$ cat config.mk
export PLATFORM = sky130hd
export DESIGN_NAME = osc_freq_monitor
export DESIGN_NICKNAME = d
export VERILOG_FILES = /design/src/rtl/osc_mon_pkg.sv /design/src/rtl/sync_edge_det.sv /design/src/rtl/osc_freq_monitor.sv
export SDC_FILE = /design/constraint.sdc
export NUM_CORES = 1
export LEC_CHECK = 0
export BUFFER_PORTS_ARGS = -buffer_cell sky130_fd_sc_hd__buf_2
export CORE_MARGIN = 2
export CORE_UTILIZATION = 30
export DETAILED_ROUTE_END_ITERATION = 16
export GPL_ROUTABILITY_DRIVEN = 0
export SYNTH_ARGS = -nofsm -noshare
export SYNTH_HDL_FRONTEND = slang
export SYNTH_HIERARCHICAL = 1
export SYNTH_SLANG_ARGS = --single-unit
$ cat constraint.sdc
create_clock -name clk -period 2.76 [get_ports clk]
set_clock_uncertainty 0.1 [all_clocks]
set_input_delay 0 -clock clk [delete_from_list [all_inputs] [get_ports clk]]
set_output_delay 0 -clock clk [all_outputs]
set_load 0.05 [all_outputs]
$ cat src/rtl/osc_mon_pkg.sv
// osc_mon_pkg: shared types and constants for the oscillator frequency monitor.
// Latency: n/a (types, constants and an elaboration-time helper only).
// Backpressure: n/a.
// Contents: measurement FSM state, result verdict struct, default window/counter
// sizes, and the gate counter width helper.
package osc_mon_pkg;

  // Measurement sequence: wait for a request, count over the gate window,
  // then publish the result for one cycle.
  typedef enum logic [1:0] {
    IDLE    = 2'd0,
    MEASURE = 2'd1,
    EVAL    = 2'd2
  } state_t;

  // Range verdict; exactly one bit is set once a measurement has completed.
  typedef struct packed {
    logic in_range;
    logic too_low;
    logic too_high;
  } verdict_t;

  localparam int DEF_GATE_CYCLES = 27000;
  localparam int DEF_CNT_W       = 16;

  // ceil(log2(cycles)), never less than 1. The gate counter only has to hold
  // 0..cycles-1, so this is always wide enough.
  function automatic int gate_cnt_width(input int cycles);
    int w;
    w = 31;
    for (int i = 30; i >= 1; i--) begin
      if ((32'd1 << i) >= cycles) begin
        w = i;
      end
    end
    return w;
  endfunction

endpackage

$ cat src/rtl/sync_edge_det.sv
// sync_edge_det: two-flop synchronizer for an asynchronous level plus a registered rising-edge pulse.
// Latency: a 0->1 transition on d produces a one-cycle rise pulse 2-3 clk cycles later.
// Backpressure: none; free-running, one pulse per synchronized rising transition.
// Ports:
//   clk  - sampling clock
//   rst  - synchronous, active-high; clears every flop in the chain
//   d    - asynchronous input level
//   rise - one-cycle pulse per rising edge of d
module sync_edge_det (
  input  logic clk,
  input  logic rst,
  input  logic d,
  output logic rise
);

  logic meta;    // first stage, may go metastable; never used in logic
  logic sync;    // resolved level in the clk domain
  logic sync_q;  // previous resolved level, for edge detection

  always_ff @(posedge clk) begin
    if (rst) begin
      meta   <= 1'b0;
      sync   <= 1'b0;
      sync_q <= 1'b0;
      rise   <= 1'b0;
    end else begin
      meta   <= d;
      sync   <= meta;
      sync_q <= sync;
      rise   <= sync & ~sync_q;
    end
  end

endmodule

$ cat src/rtl/osc_freq_monitor.sv
// osc_freq_monitor: counts rising edges of an asynchronous monitored signal over a fixed clk gate window.
// Latency: done (with fresh results) pulses GATE_CYCLES+1 cycles after an accepted start.
// Backpressure: start is ignored while busy; no queuing, the running window is never restarted.
// Ports:
//   clk, rst          - system clock, synchronous active-high reset
//   mon_in            - monitored signal (asynchronous, toggle rate below clk/4)
//   start             - one-cycle request to begin a measurement
//   busy              - measurement in progress (MEASURE or EVAL)
//   done              - one-cycle pulse, results are valid in the same cycle
//   count             - saturating edge count of the last window
//   in_range/too_low/too_high - verdict of count against [MIN_COUNT, MAX_COUNT]
module osc_freq_monitor
  import osc_mon_pkg::*;
#(
  parameter int GATE_CYCLES = DEF_GATE_CYCLES,
  parameter int CNT_W       = DEF_CNT_W,
  parameter int MIN_COUNT   = 0,
  parameter int MAX_COUNT   = 65535
) (
  input  logic             clk,
  input  logic             rst,
  input  logic             mon_in,
  input  logic             start,
  output logic             busy,
  output logic             done,
  output logic [CNT_W-1:0] count,
  output logic             in_range,
  output logic             too_low,
  output logic             too_high
);

  localparam int               GW        = gate_cnt_width(GATE_CYCLES);
  localparam logic [GW-1:0]    GATE_LAST = GW'(GATE_CYCLES - 1);
  localparam logic [CNT_W-1:0] CNT_SAT   = {CNT_W{1'b1}};

  state_t           state;
  state_t           state_nxt;
  logic             rise;
  logic [GW-1:0]    gate_cnt;
  logic             gate_last;
  logic [CNT_W-1:0] edge_cnt;
  logic [CNT_W-1:0] edge_cnt_nxt;
  logic             cnt_clr;
  logic             cnt_run;
  logic             res_load;
  verdict_t         verdict_nxt;
  verdict_t         verdict_q;

  // Edge detection is free-running; the FSM decides which pulses count.
  sync_edge_det u_sync (
    .clk  (clk),
    .rst  (rst),
    .d    (mon_in),
    .rise (rise)
  );

  // ---------------------------------------------------------------- FSM
  always_ff @(posedge clk) begin
    if (rst) begin
      state <= IDLE;
    end else begin
      state <= state_nxt;
    end
  end

  // Gate counter runs 0..GATE_CYCLES-1 while in MEASURE, giving exactly
  // GATE_CYCLES counting cycles.
  assign gate_last = (gate_cnt == GATE_LAST);

  always_comb begin
    state_nxt = state;
    case (state)
      IDLE:    if (start)     state_nxt = MEASURE;
      MEASURE: if (gate_last) state_nxt = EVAL;
      EVAL:                   state_nxt = IDLE;
      default:                state_nxt = IDLE;
    endcase
  end

  always_comb begin
    busy     = 1'b0;
    done     = 1'b0;
    cnt_clr  = 1'b0;
    cnt_run  = 1'b0;
    res_load = 1'b0;
    case (state)
      IDLE: begin
        cnt_clr = 1'b1;
      end
      MEASURE: begin
        busy     = 1'b1;
        cnt_run  = 1'b1;
        // Results are captured on the last counting cycle so they are already
        // on the outputs during EVAL, alongside done.
        res_load = gate_last;
      end
      EVAL: begin
        busy = 1'b1;
        done = 1'b1;
      end
      default: begin
        cnt_clr = 1'b1;
      end
    endcase
  end

  // ---------------------------------------------------------------- counters
  always_ff @(posedge clk) begin
    if (rst || cnt_clr) begin
      gate_cnt <= '0;
    end else if (cnt_run) begin
      gate_cnt <= gate_cnt + GW'(1);
    end
  end

  // Saturating increment: a too-fast input pins the count at all-ones rather
  // than wrapping into a plausible-looking small value.
  assign edge_cnt_nxt = (rise && (edge_cnt != CNT_SAT)) ? edge_cnt + CNT_W'(1) : edge_cnt;

  always_ff @(posedge clk) begin
    if (rst || cnt_clr) begin
      edge_cnt <= '0;
    end else if (cnt_run) begin
      edge_cnt <= edge_cnt_nxt;
    end
  end

  // ---------------------------------------------------------------- results
  // Compare in signed 32-bit so MIN_COUNT=0 / MAX_COUNT=all-ones do not turn
  // into constant unsigned comparisons.
  always_comb begin
    verdict_nxt = '0;
    if (int'(edge_cnt_nxt) < MIN_COUNT) begin
      verdict_nxt.too_low = 1'b1;
    end else if (int'(edge_cnt_nxt) > MAX_COUNT) begin
      verdict_nxt.too_high = 1'b1;
    end else begin
      verdict_nxt.in_range = 1'b1;
    end
  end

  always_ff @(posedge clk) begin
    if (rst) begin
      count     <= '0;
      verdict_q <= '0;
    end else if (res_load) begin
      count     <= edge_cnt_nxt;
      verdict_q <= verdict_nxt;
    end
  end

  assign in_range = verdict_q.in_range;
  assign too_low  = verdict_q.too_low;
  assign too_high = verdict_q.too_high;

endmodule

---- Word-level counts from Yosys, hierarchy flattened ----
Index checks and enable logic that the tools add are counted.
cells by class
  add/subtract/negate cells ............... 2
  equal/unequal tests ..................... 6
  multiplexer cells ....................... 9
  bitwise operators ....................... 2
  reduce and logical (&&, ||, !) cells .... 5
operator list
  kind                                            count
  adder 16 x 1 -> 16 bit (second input constant)  1
  2-to-1 mux 16 bit                               1
  inequality test 16 bit (second input constant)  1
  adder 15 x 1 -> 15 bit (second input constant)  1
  == test 15 bit (second input constant)          1
  2-to-1 mux 1 bit                                5
  2-to-1 mux 2 bit                                2
  inequality test 2 bit (second input constant)   2
  case mux 2 bit (2 select lines)                 1
  == test 2 x 1 -> 1 bit (second input constant)  1
  == test 2 bit (second input constant)           1
  zero test 2 bit                                 1
  AND reduction 2 bit                             1
  OR reduction 2 bit                              1
  AND 1 bit                                       1
  logical AND 1 bit                               1
  logical OR 1 bit                                1
  inverter 1 bit                                  1
storage, ports and cells
  register bits after elaboration ......... 54
  bits of input ports ..................... 4
  output and inout bits ................... 21

---- Longest topological paths before layout ----
Gate-level depths: netlist of run 1.
  depth after elaboration ................. 4
  depth in mapped cells ................... 8

---- Cells and area by module ----
The synthesis of run 1 kept the hierarchy.
modules (own cells, without submodules)
  module            instances  cells each  area an instance (um^2)  sequential area each (um^2)
  osc_freq_monitor  1          292         2509.9                   1001.0
  sync_edge_det     1          8           111.4                    80.1

---- Worst setup path before layout of run 1 ----
Ideal clock, no wire load.
  path type ............................... reg2reg
  start point ............................. register edge_cnt[0]
  end point ............................... register count[13]
  setup time .............................. 0.138 ns
  arrival ................................. 1.794 ns
  slack ................................... 0.729 ns
  stages on the path, launching flop included .. 8
  path buffers ............................ 1
  cells stage by stage .................... dfxtp_1 > ha_1 > nand3_1 > or4_1 > buf_2 > nand4b_1 > xor2_1 > a211oi_1
on the way
  cells in the longest elaborated chain, start to end .. 3
ends and longest elaborated chain
  what                                                            line                     text
  start: declaration                                              osc_freq_monitor.sv:41   logic [CNT_W-1:0] edge_cnt;
  start signal: assignment                                        osc_freq_monitor.sv:124  edge_cnt <= edge_cnt_nxt;
  branches (longest 2 deep; another with adder 16 x 1 -> 16 bit)  n/a
  2-to-1 mux 16 bit *                                             osc_freq_monitor.sv:118  assign edge_cnt_nxt = (rise && (edge_cnt != CNT_SAT)) ? edge_cnt + CNT_W'(1) : edge_cnt;
  end signal: assignment                                          osc_freq_monitor.sv:147  count <= edge_cnt_nxt;
  end: declaration                                                osc_freq_monitor.sv:26   output logic [CNT_W-1:0] count,
Mark *: on every way between the ends.
A chain may end at the register's enable or synchronous reset.

---- Worst setup path after layout of run 1 ----
Same ends and word-level chain as after synthesis.

==> flow_metrics.env, run 1 <==
export IMPL_outcome="completed"
export IMPL_cp_depth=6
export IMPL_p_sw_mw=0.343
export IMPL_dieArea_sq_mm=0.00950
export IMPL_viasPerCell=4.84
export IMPL_final_min_clock_period_ps=2290
export IMPL_p_leak_nw=1.05
export IMPL_worst_pin_slew_ps=518
export IMPL_final_antenna_net_count=0
export IMPL_port_buffers=22
export IMPL_die_y_um=97.5
export IMPL_final_cells=425
export IMPL_cts_root_buffer_cell="clkbuf_8"
export IMPL_powerDensity_mw_per_mm2=521
export IMPL_crit_fanout=8
export IMPL_rows=34
export IMPL_clock_latency_ps=310
export IMPL_vias=2056
export IMPL_period_share_pct=83.2
export IMPL_coreArea_sq_mm=0.00859
export IMPL_crit_arrival_ps=2420
export IMPL_ys_top_cells_by_area="dfxtp_1, xor2_1, nor2_1"
export IMPL_cts_htree_levels=2
export IMPL_rsz0062_at_grt="false"
export IMPL_critPathKind="register to register"
export IMPL_fmax_mhz=436
export IMPL_antenna_cells=0
export IMPL_cts_max_path_buffers=2
export IMPL_syn_area_sq_mm=0.00262
export IMPL_final_core_util_pct=34.5
export IMPL_grt_pass1_vias=1941
export IMPL_yosys_most_used_dff="dfxtp_1"
export IMPL_antenna_found_initial=0
export IMPL_crit_family="simple AND/OR/NAND/NOR gates"
export IMPL_start_util_pct=30.5
export IMPL_final_nets=326
export IMPL_drc=0
export IMPL_cts_buffers=5
export IMPL_drt_total_wl_um=5180
export IMPL_hold_violations=0
export IMPL_cpMaxStageDelayCell="or4_1"
export IMPL_io_pins=25
export IMPL_avgSynthCellArea_sq_um=8.74
export IMPL_required_ps=2890
export IMPL_grt_overflow=0
export IMPL_p_int_mw=1.20
export IMPL_grt_max_degree=32
export IMPL_die_width_um=97.5
export IMPL_min_path_type="input pin to register"
export IMPL_worst_slack_ps=465
export IMPL_drtIter0Drc=94
export IMPL_wl_per_cell_um=12.2
export IMPL_synthDominantCellAreaShare_pct=41.2
export IMPL_cpPeakStageDelay_ps=730
export IMPL_ys_async_sr_fraction_pct=0
export IMPL_fin_setup_tns_ps=0
export IMPL_layout_commonest_cell="dfxtp_1"
export IMPL_final_cell_mix="dfxtp_1, nor2_1, xor2_1"
export IMPL_max_cap_violations=0
export IMPL_cp_startpoint="edge_cnt[0]$_SDFFE_PP0N_"
export IMPL_syn_inst=300
export IMPL_area_growth_synth_to_final_pct=13.2
export IMPL_first_pass_iters=4
export IMPL_irDropWorstVdd_v=0.000176
export IMPL_cp_num_buf_inv=0
export IMPL_clkSinkCount=54
export IMPL_yosys_warnings=6
export IMPL_r2r_setup_slack_ps=470
export IMPL_ff2ff_path_depth=6
export IMPL_cts_tree="built"
export IMPL_synth_seq_cells=54
export IMPL_rr_endpoint="count[13]$_SDFFE_PP0P_"
export IMPL_grtUsageTotal_pct=11.9
export IMPL_seq_power_share_pct=51.1
export IMPL_slew_headroom_pct=65.2
export IMPL_finalSetupViolCount=0
export IMPL_synth_distinct_cells=43
export IMPL_finalPower_mw=1.55
export IMPL_switching_share_pct=22.2
export IMPL_endpoint="count[13]$_SDFFE_PP0P_"
export IMPL_pre_cts_ws_ps=485
export IMPL_dpl_cell_count=415
export IMPL_ys_seq_area_share_pct=41.2
export IMPL_crit_chain="ha_1 > nand3_1 > or4_1 > nand4b_1 > xor2_1 > a211oi_1"
export IMPL_grt_first_pass_wirelength_um=9300
export IMPL_drv_slew=0
export IMPL_clkPwrFrac_pct=41.7
export IMPL_fillers=911
export IMPL_synth_area_leader_cell="dfxtp_1"
export IMPL_start_kind="register"
export IMPL_hold_depth=2
export IMPL_crit_path_end_kind="register"
export IMPL_hpwl_um=3690
export IMPL_p_comb_share_pct=7.1
export IMPL_r2r_start="edge_cnt[0]$_SDFFE_PP0N_"
export IMPL_drive_gt1_share_pct=12.0
export IMPL_path_clk_slew_ps=100
export IMPL_synth_edf_count=0
area by class of cell:
| type | instances | area, sq um | area share, % |
|---|---|---|---|
| Tap cell | 108 | 135 | 4.56 |
| Clock inverter | 2 | 60.1 | 2.02 |
| Clock buffer | 6 | 82.6 | 2.78 |
| Multi-Input combinational cell | 223 | 1440 | 48.4 |
| Sequential cell | 54 | 1080 | 36.4 |
| Inverter | 5 | 18.8 | 0.633 |
| Timing Repair Buffer | 27 | 153 | 5.15 |
power groups by stage:
stage	Combinational (mW)	Clock (mW)	Sequential, mW
3_3_place_gp	0.109	0	0.808
3_5_place_dp	0.110	0	0.808
6_report	0.110	0.645	0.790
4_1_cts	0.112	0.670	0.790
5_1_grt	0.123	0.702	0.792
2_1_floorplan	0.0869	0	0.807
flip-flops by register name, indices dropped and copies added (netlist names):
| name | cells |
|---|---|
| count | 16 |
| u_sync/meta | 1 |
| state | 2 |
| u_sync/sync_q | 1 |
| in_range | 1 |
| edge_cnt | 16 |
| u_sync/sync | 1 |
| gate_cnt | 15 |
| u_sync/rise | 1 |
through the flow:
| step | area, sq um | hold slack [ps] |
|---|---|---|
| finish | 2970 | 36.9 |
| global route | 2970 | 60.2 |
| CTS | 2970 | 36.5 |
| detailed placement | 2800 | 114 |
| global placement | 2800 | 114 |
| floorplan | 2630 | -29.3 |
timing repair:
| action | in CTS | in global routing |
|---|---|---|
| setup buffers | 0 | 0 |
| hold endpoints to repair | 3 | 0 |
| gates resized for setup | 0 | 0 |
| hold buffers | 2 | 0 |
per-layer routing:
metal / share of wire (%) / GRT usage (%) / vias up
met5: 0 / 0 / -
met4: 1.6 / 4.17 / 0
met3: 4.5 / 3.02 / 7
met2: 43 / 18.5 / 45
met1: 51 / 15.9 / 932
li1: - / - / 1072
Yosys cell counts, types with 2 or more instances:
| cell type | n |
|---|---|
| ha_1 | 6 |
| xnor2_1 | 11 |
| dfxtp_1 | 54 |
| nor3_1 | 7 |
| nor4_1 | 3 |
| and4_1 | 8 |
| nor3b_1 | 2 |
| clkbuf_1 | 8 |
| inv_1 | 5 |
| nand4_1 | 5 |
| nand3_1 | 18 |
| a21oi_1 | 11 |
| buf_2 | 8 |
| buf_4 | 2 |
| nand2b_1 | 5 |
| a211oi_1 | 11 |
| mux2i_1 | 6 |
| or3_1 | 3 |
| a31oi_1 | 2 |
| o21ai_0 | 3 |
| nor2_1 | 53 |
| and3_1 | 4 |
| o211ai_1 | 3 |
| xor2_1 | 24 |
| nor2b_1 | 4 |
| nand4_4 | 2 |
| nand2_1 | 16 |
worst min path at each step:
stage	start	to	slack [ps]
detailed placement	mon_in	u_sync/meta$_SDFF_PP0_	110
CTS	rst	count[4]$_SDFFE_PP0P_	40
floorplan	rst	u_sync/rise$_SDFF_PP0_	-30
global route	rst	count[4]$_SDFFE_PP0P_	60
finish	rst	count[4]$_SDFFE_PP0P_	40
global placement	mon_in	u_sync/meta$_SDFF_PP0_	110
logic make-up after synthesis:
group	Yosys count	share of synthesized area, %
AOI/OAI and AO/OA	35	8.64
xor gates and xnor gates	35	11.7
adders and majority gates	6	2.86
buffers and inverters	24	4.10
DFF	54	41.2
muxes	6	2.29
other	1	0.143
and+or+nand+nor	139	29.0
(Power assumes the default switching activity.)
==> inputs of run 2 (changes only) <==
- clock period: 2.76 -> 2.2 ns (I/O delays scaled with it)
==> flow_metrics.env, run 2 (synthesis gave the netlist of run 1 again) <==
export IMPL_grt_max_degree=32
export IMPL_p_leak_nw=1.07
export IMPL_required_ps=2340
export IMPL_drtIter0Drc=91
export IMPL_cpMaxStageDelayCell="dfxtp_1"
export IMPL_switching_share_pct=23.1
export IMPL_wl_per_cell_um=12.4
export IMPL_cts_root_buffer_cell="clkbuf_8"
export IMPL_fillers=904
export IMPL_path_clk_slew_ps=100
export IMPL_drt_total_wl_um=5340
export IMPL_clkSinkCount=54
export IMPL_final_antenna_net_count=0
export IMPL_hpwl_um=3810
export IMPL_pre_cts_ws_ps=84.5
export IMPL_cts_htree_levels=2
export IMPL_drc=0
export IMPL_grt_first_pass_wirelength_um=9130
export IMPL_start_kind="register"
export IMPL_drive_gt1_share_pct=14.6
export IMPL_rsz0062_at_grt="false"
export IMPL_p_comb_share_pct=7.7
export IMPL_crit_family="simple AND/OR/NAND/NOR gates"
export IMPL_die_y_um=97.5
export IMPL_final_core_util_pct=35.0
export IMPL_wl_met1_um=2610
export IMPL_min_path_type="input pin to register"
export IMPL_rows=34
export IMPL_cts_buffers=5
export IMPL_worst_pin_slew_ps=517
export IMPL_clock_latency_ps=300
export IMPL_first_pass_iters=5
export IMPL_antenna_found_initial=0
export IMPL_drv_slew=0
export IMPL_finalSetupViolCount=0
export IMPL_critPathKind="register to register"
export IMPL_fmax_mhz=476
export IMPL_final_cell_mix="dfxtp_1, nor2_1, xor2_1"
export IMPL_io_pins=25
export IMPL_cpPeakStageDelay_ps=430
export IMPL_outcome="completed"
export IMPL_crit_path_end_kind="register"
export IMPL_period_share_pct=95.6
export IMPL_crit_arrival_ps=2250
export IMPL_fin_setup_tns_ps=0
export IMPL_p_int_mw=1.39
export IMPL_p_sw_mw=0.418
export IMPL_final_nets=333
export IMPL_cts_tree="built"
export IMPL_vias=2105
export IMPL_grtUsageTotal_pct=11.6
export IMPL_grt_pass1_vias=1946
export IMPL_coreArea_sq_mm=0.00859
export IMPL_placed_area_sq_mm=0.00287
export IMPL_seq_power_share_pct=54.9
export IMPL_cts_setup_buffers=0
export IMPL_wl_met3_um=285
export IMPL_worst_slack_ps=97.6
export IMPL_cts_max_path_buffers=2
export IMPL_top_regs="count: 16 flops, edge_cnt: 16 flops, gate_cnt: 15 flops"
export IMPL_cp_num_buf_inv=0
export IMPL_final_min_clock_period_ps=2100
export IMPL_die_width_um=97.5
export IMPL_irDropWorstVdd_v=0.000379
export IMPL_top_layer="met4"
export IMPL_powerDensity_mw_per_mm2=600
export IMPL_clkPwrFrac_pct=37.4
export IMPL_hold_violations=0
export IMPL_port_buffers=22
export IMPL_dieArea_sq_mm=0.00950
export IMPL_crit_fanout=6
export IMPL_crit_chain="ha_2 > and4_2 > o211ai_1 > or2_1 > or3_1 > a21oi_1"
export IMPL_holdWs_ps=44.6
export IMPL_max_cap_violations=0
export IMPL_grt_overflow=0
export IMPL_fin_area_sq_mm=0.00301
export IMPL_antenna_cells=0
export IMPL_start_util_pct=30.5
export IMPL_area_growth_synth_to_final_pct=14.8
export IMPL_viasPerCell=4.88
export IMPL_slew_headroom_pct=65.5
export IMPL_layout_commonest_cell="dfxtp_1"
export IMPL_met2WireLength_um=2380
## run 2: changes by cell type in the layout (fill, tap and decap cells not counted), sizes merged
cell    delta
buf        +7
bufinv     -1
## run 2: power groups by stage
stage	combinational (mW)	clock [mW]	sequential (mW)
2_1_floorplan	0.109	0	1.01
3_3_place_gp	0.136	0	1.01
3_5_place_dp	0.139	0	1.01
4_1_cts	0.142	0.706	0.992
5_1_grt	0.153	0.742	0.993
6_report	0.140	0.674	0.991
## run 2: layout make-up
class / instances / area (sq um) / area share (%)
clock inverters: 1 / 30.0 / 0.998
repair buffers: 34 / 218 / 7.23
well taps: 108 / 135 / 4.49
multi-input cells: 223 / 1440 / 48.0
clock buffers: 6 / 82.6 / 2.74
inverters: 5 / 18.8 / 0.624
flip-flops and latches: 54 / 1080 / 35.9
## run 2: what timing repair did
item / CTS / global route
hold buffers: 2 / 0
endpoints found under the hold margin: 3 / 0
gates resized for setup: 0 / 3
setup endpoints to repair: 0 / 9
## run 2: path summary, 6_finish.rpt
kind,endpoint,startpoint,depth (start not counted),slack (ps)
hold / removal,count[6]$_SDFFE_PP0P_,rst,2,40
setup reg to reg,edge_cnt[10]$_SDFFE_PP0N_,edge_cnt[0]$_SDFFE_PP0N_,6,100
hold reg to reg,u_sync/rise$_SDFF_PP0_,u_sync/sync_q$_SDFF_PP0_,1,300
setup / recovery,edge_cnt[10]$_SDFFE_PP0N_,edge_cnt[0]$_SDFFE_PP0N_,6,100
## run 2: routing by layer
metal | track usage [%] | vias up
li1 | - | 1089
met1 | 15.5 | 954
met2 | 18.4 | 56
met3 | 3.24 | 6
met4 | 3.31 | 0
met5 | 0 | -
## run 2: worst register-to-register path, delay by kind of cell (launching register included)
family | cells | cell delay [ps]
AND/OR/NAND/NOR | 3 | 900
adder cells (fa/ha/maj) | 1 | 270
flip-flops | 1 | 430
AO/OA/AOI/OAI | 2 | 330
## run 2: metrics by stage
step,std cells,power (mW)
global route,431,1.89
detailed placement,422,1.15
finish,431,1.81
floorplan,301,1.12
CTS,431,1.84
global placement,422,1.15
==> inputs of run 3 (changes only) <==
- BUFFER_PORTS_ARGS: -buffer_cell sky130_fd_sc_hd__buf_2 -> default
- DONT_BUFFER_PORTS: default -> 1
==> flow_metrics.env, run 3 (synthesis gave the netlist of run 1 again) <==
export IMPL_port_buffers=0
export IMPL_outcome="completed"
export IMPL_r2r_setup_slack_ps=100
export IMPL_coreArea_sq_mm=0.00859
export IMPL_antenna_found_initial=0
export IMPL_clock_latency_ps=300
export IMPL_ff2ff_path_depth=6
export IMPL_fmax_mhz=477
export IMPL_grt_overflow=0
export IMPL_cts_htree_levels=2
export IMPL_dieArea_sq_mm=0.00950
export IMPL_cts_root_buffer_cell="clkbuf_8"
export IMPL_rr_endpoint="edge_cnt[10]$_SDFFE_PP0N_"
export IMPL_drive_gt1_share_pct=10.8
export IMPL_final_core_util_pct=34.2
export IMPL_period_share_pct=95.4
export IMPL_top_regs="count: 16 flops, edge_cnt: 16 flops, gate_cnt: 15 flops"
export IMPL_critPathKind="register to register"
export IMPL_start_util_pct=30.5
export IMPL_powerDensity_mw_per_mm2=583
export IMPL_io_pins=25
export IMPL_finalSetupViolCount=0
export IMPL_start_kind="register"
export IMPL_final_antenna_net_count=0
export IMPL_grtUsageTotal_pct=11.3
export IMPL_crit_arrival_ps=2240
export IMPL_crit_fanout=6
export IMPL_layout_commonest_cell="nor2_1"
export IMPL_fillers=906
export IMPL_pre_cts_ws_ps=68.2
export IMPL_hold_violations=0
export IMPL_cts_tree="built"
export IMPL_r2r_start="edge_cnt[0]$_SDFFE_PP0N_"
export IMPL_vias=2025
export IMPL_irDropWorstVdd_v=0.000264
export IMPL_grt_pass1_vias=1929
export IMPL_worst_pin_slew_ps=1030
export IMPL_cts_max_path_buffers=2
export IMPL_cts_setup_buffers=0
export IMPL_drt_total_wl_um=5190
export IMPL_hp_start="rst"
export IMPL_crit_path_end_kind="register"
export IMPL_min_to="edge_cnt[10]$_SDFFE_PP0N_"
export IMPL_crit_chain="ha_2 > and4_1 > o211ai_1 > or2_1 > or3_1 > a21oi_1"
export IMPL_wl_per_cell_um=12.5
export IMPL_grt_max_degree=32
export IMPL_final_min_clock_period_ps=2100
export IMPL_drtIter0Drc=65
export IMPL_cpMaxStageDelayCell="dfxtp_1"
export IMPL_viasPerCell=4.89
export IMPL_area_growth_synth_to_final_pct=12.0
export IMPL_final_cell_mix="nor2_1, dfxtp_1, xor2_1"
export IMPL_cpPeakStageDelay_ps=440
export IMPL_rsz0062_at_grt="false"
export IMPL_required_ps=2340
export IMPL_max_cap_violations=0
export IMPL_worst_slack_ps=102
export IMPL_hold_depth=3
export IMPL_grt_first_pass_wirelength_um=8870
export IMPL_clkSinkCount=54
export IMPL_hpwl_um=3650
export IMPL_die_width_um=97.5
export IMPL_fin_setup_tns_ps=0
export IMPL_antenna_cells=0
export IMPL_die_y_um=97.5
export IMPL_final_nets=315
export IMPL_p_leak_nw=0.968
export IMPL_drc=0
export IMPL_path_clk_slew_ps=100
export IMPL_drv_slew=0
export IMPL_first_pass_iters=4
export IMPL_min_path_type="input pin to register"
export IMPL_cts_buffers=5
export IMPL_rows=34
export IMPL_slew_headroom_pct=31.2
## run 3: cell count changes in the layout (fill, tap and decap cells not counted), sizes merged
cell         previous run  this run
clkbuf                  6         7
inv                     5         6
buf                    32        12
bufinv                  1         0
dlygate4sd3             2         4
## run 3: metal layers
metal  share of wire (%)  global-route usage (%)  routed length (um)  up-vias
li1                    -                       -                   -     1040
met1                  48                    15.0                2510      926
met2                  44                    17.8                2290       55
met3                 6.5                    3.02                 336        4
met4                 1.2                    3.53                  61        0
met5                   0                       0                   0        -
## run 3: worst max-delay path: cells and delay by family, from the launching register on
kind | cells | cell delay, ps
and+or+nand+nor | 3 | 890
DFF | 1 | 440
AOI/OAI and AO/OA | 2 | 350
adders and majority gates | 1 | 270
## run 3: final cells by class
cell class	instances	area [sq um]	share of cell area (%)
multi-input combinational	223	1460	49.7
clock inverter	1	8.76	0.298
tap	108	135	4.60
clock buffer	7	86.3	2.94
inverter	5	18.8	0.639
sequential	54	1080	36.9
timing repair buffer	16	143	4.86
## run 3: how the worst max path moves through the flow
stage / startpoint / end / slack (ps) / depth (start not counted)
CTS: gate_cnt[11]$_SDFFE_PP0N_ / state[0]$_SDFFE_PP0P_ / 30 / 6
global placement: edge_cnt[0]$_SDFFE_PP0N_ / count[13]$_SDFFE_PP0P_ / 120 / 6
finish: edge_cnt[0]$_SDFFE_PP0N_ / edge_cnt[10]$_SDFFE_PP0N_ / 100 / 6
detailed placement: edge_cnt[0]$_SDFFE_PP0N_ / count[13]$_SDFFE_PP0P_ / 70 / 6
floorplan: edge_cnt[0]$_SDFFE_PP0N_ / count[13]$_SDFFE_PP0P_ / 170 / 7
global route: gate_cnt[1]$_SDFFE_PP0N_ / state[0]$_SDFFE_PP0P_ / 6 / 7
## run 3: stage by stage
stage	area (sq um)	hold WS, ps	instances	total power [mW]
2_1_floorplan	2630	-29.3	301	1.12
3_3_place_gp	2770	-24.5	402	1.14
3_5_place_dp	2770	-24.6	402	1.15
4_1_cts	2910	100	414	1.74
5_1_grt	2940	124	414	1.80
6_report	2940	94.0	414	1.71
## run 3: what timing repair did
action                     4_1_cts  5_1_grt
hold endpoints to repair        23        0
setup endpoints to repair        0       10
resized for setup                0        9
hold buffers                     4        0
## run 3: report_power, final
part / switching (mW) / internal, mW / leakage, nW
logic: 0.104 / 0.0447 / 0.482
registers: 0.00640 / 0.985 / 0.437
clock network: 0.312 / 0.261 / 0.0489
total: 0.422 / 1.29 / 0.968
